===== src/rtl/reg_readout_serializer.sv =====
// Captures a WIDTH-bit register word on LOAD and streams it LSB first over a valid/ready serial port.
// One cycle from LOAD to first valid bit; a one-cycle DONE pulse in FIN follows the last accepted bit.
module reg_readout_serializer #(
  parameter int WIDTH = 16
) (
  input  logic             CLK,
  input  logic             R,
  input  logic             LOAD,
  input  logic [WIDTH-1:0] D_PAR,
  input  logic             Q_READY,
  output logic             Q_SER,
  output logic             Q_VALID,
  output logic             LAST,
  output logic             BUSY,
  output logic             DONE
);

  localparam int CW = $clog2(WIDTH);
  localparam logic [CW-1:0] CNT_LAST = CW'(WIDTH - 1);

  typedef enum logic [1:0] {
    IDLE  = 2'd0,
    SHIFT = 2'd1,
    FIN   = 2'd2
  } state_e;

  state_e           state_q;
  logic [WIDTH-1:0] shreg_q;
  logic [WIDTH-1:0] shreg_d;
  logic [CW-1:0]    cnt_q;
  logic [CW-1:0]    cnt_d;
  logic             valid_q;
  logic             last_q;
  logic             busy_q;
  logic             done_q;
  logic             xfer;

  // A bit moves only when it is actually being presented and the sink takes it.
  assign xfer = valid_q & Q_READY;

  always_comb begin
    shreg_d = {1'b0, shreg_q[WIDTH-1:1]};
    cnt_d   = cnt_q + CW'(1);
  end

  always_ff @(posedge CLK) begin
    if (R) begin
      state_q <= IDLE;
      shreg_q <= '0;
      cnt_q   <= '0;
      valid_q <= 1'b0;
      last_q  <= 1'b0;
      busy_q  <= 1'b0;
      done_q  <= 1'b0;
    end else begin
      unique case (state_q)
        IDLE: begin
          if (LOAD) begin
            state_q <= SHIFT;
            shreg_q <= D_PAR;
            cnt_q   <= '0;
            valid_q <= 1'b1;
            last_q  <= 1'b0;
            busy_q  <= 1'b1;
          end
        end
        SHIFT: begin
          if (xfer) begin
            shreg_q <= shreg_d;
            if (cnt_q == CNT_LAST) begin
              state_q <= FIN;
              cnt_q   <= '0;
              valid_q <= 1'b0;
              last_q  <= 1'b0;
              done_q  <= 1'b1;
            end else begin
              cnt_q  <= cnt_d;
              last_q <= (cnt_d == CNT_LAST);
            end
          end
        end
        FIN: begin
          // LOAD is deliberately not looked at here; the next word starts from IDLE.
          state_q <= IDLE;
          busy_q  <= 1'b0;
          done_q  <= 1'b0;
        end
        default: begin
          state_q <= IDLE;
          shreg_q <= '0;
          cnt_q   <= '0;
          valid_q <= 1'b0;
          last_q  <= 1'b0;
          busy_q  <= 1'b0;
          done_q  <= 1'b0;
        end
      endcase
    end
  end

  assign Q_SER   = shreg_q[0] & valid_q;
  assign Q_VALID = valid_q;
  assign LAST    = last_q;
  assign BUSY    = busy_q;
  assign DONE    = done_q;

endmodule


===== config.mk =====
export PLATFORM = sky130hd
export DESIGN_NAME = reg_readout_serializer
export DESIGN_NICKNAME = d
export VERILOG_FILES = /design/src/rtl/reg_readout_serializer.sv
export SDC_FILE = /design/constraint.sdc
export NUM_CORES = 1
export LEC_CHECK = 0
export BUFFER_PORTS_ARGS = -buffer_cell sky130_fd_sc_hd__buf_4
export CAP_MARGIN = 20
export CORE_ASPECT_RATIO = 0.9
export CORE_MARGIN = 2
export CORE_UTILIZATION = 57
export DETAILED_ROUTE_END_ITERATION = 6
export PLACE_DENSITY = 0.8
export SYNTH_ARGS = -nofsm -noshare
export SYNTH_HDL_FRONTEND = slang
export SYNTH_SLANG_ARGS = --single-unit

===== constraint.sdc =====
create_clock -name CLK -period 2.8 [get_ports CLK]
set_input_delay 0.56 -clock CLK [delete_from_list [all_inputs] [get_ports CLK]]
set_output_delay 0.56 -clock CLK [all_outputs]
set_load 0.05 [all_outputs]

Yosys cells after proc, flatten, opt, wreduce, memory -nomap -nowiden:

Cells that the tools add are included.

* bits of input ports: 20
* logic and storage cells: 49
* output and inout port bits: 5
* flip-flop bits (word level): 26

* equality and inequality tests: 7
* add/subtract/negate cells: 1
* bitwise gates (word level): 5
* multiplexer cells: 23
* reductions and logical operators: 6

Operators by type and width (count)
* $pmux W16 S3: 1
* $mux W16: 2
* $mux W4: 3
* $pmux W4 S3: 1
* $reduce_and A3 Y1: 3
* $eq A4 B4 Y1 const B: 2
* $mux W1: 8
* $mux W2: 3
* $ne A2 B2 Y1 const B: 3
* $pmux W1 S3: 2
* $add A4 B1 Y4 const B: 1
* $pmux W1 S2: 2
* $pmux W2 S2: 1
* $reduce_and A4 Y1: 1
* $not A1 Y1: 3
* $and A1 B1 Y1: 2
* $eq A2 B1 Y1 const B: 1
* $eq A2 B2 Y1 const B: 1
* $logic_not A2 Y1: 1
* $reduce_and A2 Y1: 1

Longest topological paths before layout:

* word-level depth: 5
* mapped depth: 6
* depth with buffers taken out: 5

Least setup slack after synthesis:

OpenSTA, ideal clock, no wires.

* path type: flip-flop to flip-flop
* from: reg valid_q (netlist: Q_VALID)
* to: reg shreg_q[10]
* library setup time: 0.070 ns
* required time: 2.730 ns
* cell stages (with the launch flop): 6
* arrival: 1.717 ns
* setup slack: 1.013 ns
* path through: dfxtp_1 nand2_2 a22o_4 buf_6 or3_1 a21oi_1

* word-level cells in the longest chain between the ends: 3

Ends and longest elaborated chain
* start, declared: line 32 `logic valid_q;`
* start signal, assigned: line 51 `valid_q <= 1'b0;`
* start signal, assigned: line 62 `valid_q <= 1'b1;`
* start signal, assigned: line 73 `valid_q <= 1'b0;`
* $and A1 B1 Y1: line 39 `assign xfer = valid_q & Q_READY;`
* $ne A2 B2 Y1 (no line)
* $reduce_and A3 Y1 (no line)
* end signal, assigned: line 69 `shreg_q <= shreg_d;`
* end, declared: line 28 `logic [WIDTH-1:0] shreg_q;`

Every way passes these cells.
A chain may end at the register's enable or synchronous reset.

Final worst setup path:

* from: reg state_q[1]
* to: reg shreg_q[4]

* word-level cells in the longest chain between the ends: 3
* elaborated cells between the ends (all ways): 8

Ends and longest elaborated chain
* start, declared: line 27 `state_e state_q;`
* start signal, assigned: line 48 `state_q <= IDLE;`
* start signal, assigned: line 59 `state_q <= SHIFT;`
* start signal, assigned: line 71 `state_q <= FIN;`
* $eq A2 B1 Y1, or another cell as far along: line 56 `unique case (state_q)`
* $ne A2 B2 Y1 (no line) / $not A1 Y1 (equally long branches)
* $reduce_and A3 Y1 (no line)

Parallel ways exist; a longest one is shown, timed or not.

==> results.py <==
metrics = {
    "run_status": {
        "outcome": "finished, final reports clean",
    },
    "critical_path": {
        "r2r_setup_slack_ns": 0.89,
        "worstPathRequired_ns": 3.05,
        "crit_arrival_ns": 2.16,
        "r2r_cells": 4,
        "cp-start-kind": "register",
        "crit_start": "state_q[1]",
        "r2r-start": "state_q[1]",
        "r2r_end": "shreg_q[4]",
        "cp_max_fo": 36,
        "crit_path_end_kind": "register",
        "endpoint": "shreg_q[4]",
        "critPathKind": "reg2reg",
    },
    "synthesis": {
        "synthXorXnorAreaFrac_pct": 1.43,
        "postSynthAreaPerCell_um2": 8.73,
        "synth_compound_area_share_pct": 14.0,
        "synthAdderAreaFrac_pct": 2.05,
        "ys_types": 28,
        "synth-seq-cells": 26,
        "synth_top_family_by_area": "simple AND/OR/NAND/NOR gates",
        "synth-seq-area-share_pct": 42.6,
        "synth_simple_gate_area_share_pct": 22.5,
        "synth_top_area_cell": "dfxtp_1",
        "netlist_instances": 140,
        "synth.area.top_cells": "dfxtp_1, mux2i_1, a21oi_1, or3_1, nand2_1",
        "muxShareOfSynthArea_pct": 12.3,
        "syn-num-nets": 162,
        "syn_area_mm2": 0.00122,
        "yosysTopAreaCellShare_pct": 42.6,
        "yosys_warnings": 0,
    },
    "pwr": {
        "powerDensity_mw_per_mm2": 506,
        "ir_drop_mv": 0.394,
        "p_leak_nw": 0.563,
    },
    "routing": {
        "vias": 1016,
        "post_drt_via_cell_ratio": 5.55,
        "drt_iter0_drc": 21,
        "drcViolationCount": 0,
        "dr.pass1.iters": 4,
        "drt_wl_total_mm": 2.37,
        "avgRoutedWirePerCell_um": 13.0,
        "ant_nets": 0,
    },
    "final_layout": {
        "fillCellCount": 169,
        "layout-drive-gt1-share_pct": 19.6,
        "syn_to_final_growth_pct": 15.3,
        "mostFrequentLayoutCells": "dfxtp_1, buf_4, a21oi_1",
        "final_area_mm2": 0.00141,
        "seqCellArea_um2": 520,
        "final_common_cell": "dfxtp_1",
        "n_antenna_cell": 0,
        "multi_input_area_um2": 639,
        "nNetsFinal": 182,
    },
    "die": {
        "initial_utilization_pct": 62.0,
        "ioPinCount": 25,
        "core_area_mm2": 0.00197,
        "die_area_mm2": 0.00253,
        "die_y_um": 47.9,
        "die_w_um": 52.8,
        "num_rows": 15,
    },
    "sta": {
        "hold_viol": 0,
        "setup-tns-final_ns": 0,
        "hold_ws_ns": 0.460,
        "rsz0062_at_grt": "false",
        "period_minus_slack_ns": 1.91,
        "setup_violations": 0,
        "period_share_pct": 68.3,
        "tightestPinTransition_ns": 0.599,
        "slew_viol_final": 0,
        "fin_ws_ns": 0.886,
        "max-slew-margin-rel_pct": 60.0,
        "fmax_mhz": 523,
        "finalClockSkew_ns": 0.00719,
    },
    "global_routing": {
        "grt_max_degree": 37,
        "overflow": 0,
        "grt_util_all_layers_pct": 20.4,
        "first_global_vias": 888,
        "antenna_found_initial": 0,
        "grt_pass1_wl_mm": 3.69,
    },
    "clock_tree": {
        "cts.clk_slew.worst_paths_ns": 0.13,
        "cts_setup_buffers": 0,
        "cts_resized": 0,
        "insertion_delay_ns": 0.32,
        "htree_levels": 1,
        "cts_tree": "yes",
        "cts_buffers": 3,
        "clock_sinks": 26,
        "clockBufferDepth": 2,
        "cts_hold_buf": 0,
        "root_buffer": "clkbuf_4",
    },
    "place": {
        "globalplace.congestion": 0.790,
        "port-buffer-count": 24,
        "place_ws_ns": 0.917,
        "post_dp_cell_area_mm2": 0.00139,
        "hpwl_mm": 1.57,
    },
    "flow_run": {
        "maxCapViolCount": 0,
    },
    "min_path": {
        "min_from": "shreg_q[10]",
        "hold_path.class": "reg2reg",
    },
}
[metal layers]
layer  share of wire [%]  GRT usage [%]  wire (um)  up-vias
met4                 1.6           7.69         38        0
li1                    -              -          -      528
met1                  47           24.1       1120      462
met2                  46           35.0       1100       22
met3                 4.7           6.88        111        4
met5                   0              0          0        -
[layout make-up]
| type | instances | area share [%] |
|---|---|---|
| Timing Repair Buffer | 25 | 13.3 |
| Tap cell | 25 | 2.22 |
| Sequential cell | 26 | 36.9 |
| Inverter | 2 | 0.533 |
| Clock buffer | 3 | 1.60 |
| Multi-Input combinational cell | 102 | 45.4 |
[cells by family (layout without fill, tap and decap cells)]
| kind of cell | count (synthesis) | after routing |
|---|---|---|
| simple gates | 54 | 54 |
| flops | 26 | 26 |
| mux | 15 | 15 |
| compound gates | 29 | 29 |
| xor+xnor | 2 | 2 |
| buf+inv | 12 | 30 |
| fa+ha+maj | 2 | 2 |
[synthesized netlist by cell type]
master	number
nor3_1	2
a32o_1	2
or3_1	15
inv_1	2
nor4_1	1
a21oi_1	24
nand4b_1	1
nand2_2	1
nor2_1	7
buf_4	2
mux2i_1	15
a22o_4	1
dfxtp_1	26
nor3b_1	1
and2_1	1
buf_2	2
nand2_1	18
a22oi_1	1
nor2b_1	1
clkbuf_1	5
xnor2_1	1
xor2_1	1
ha_1	2
nor2b_2	1
a31oi_1	1
nand2b_1	2
nand3_1	3
buf_6	1
[critical path, cell delays in order, from the launching register on]
cell,delay (ns)
dfxtp_1,0.73
nor2b_2,0.16
a22o_4,0.40
or3_1,0.40
a21oi_1,0.16
[sequential cells by signal, summed over array words and instances (netlist names)]
signal	count
LAST	1
BUSY	1
state_q	2
shreg_q	16
cnt_q	4
DONE	1
Q_VALID	1
[worst min-delay path by stage]
stage / to / depth (start not counted)
finish: shreg_q[10] / 2
floorplan: shreg_q[0] / 2
global route: shreg_q[15] / 3
detailed placement: shreg_q[10] / 2
CTS: shreg_q[0] / 2
global placement: shreg_q[7] / 2
[through the flow]
stage          cells  power [mW]  utilization (%)
3_3_place_gp     180       0.561             70.3
4_1_cts          183       0.717             71.5
3_5_place_dp     180       0.566             70.3
5_1_grt          183       0.749             71.5
6_report         183       0.713             71.5
2_1_floorplan    140       0.530                -
[report_power, final]
group          total, mW  internal, mW  switching, mW
logic              0.145        0.0694         0.0757
registers          0.413         0.394         0.0183
clock network      0.155        0.0504          0.105
total              0.713         0.514          0.199
No activity file was read; power rests on OpenSTA's default activity.
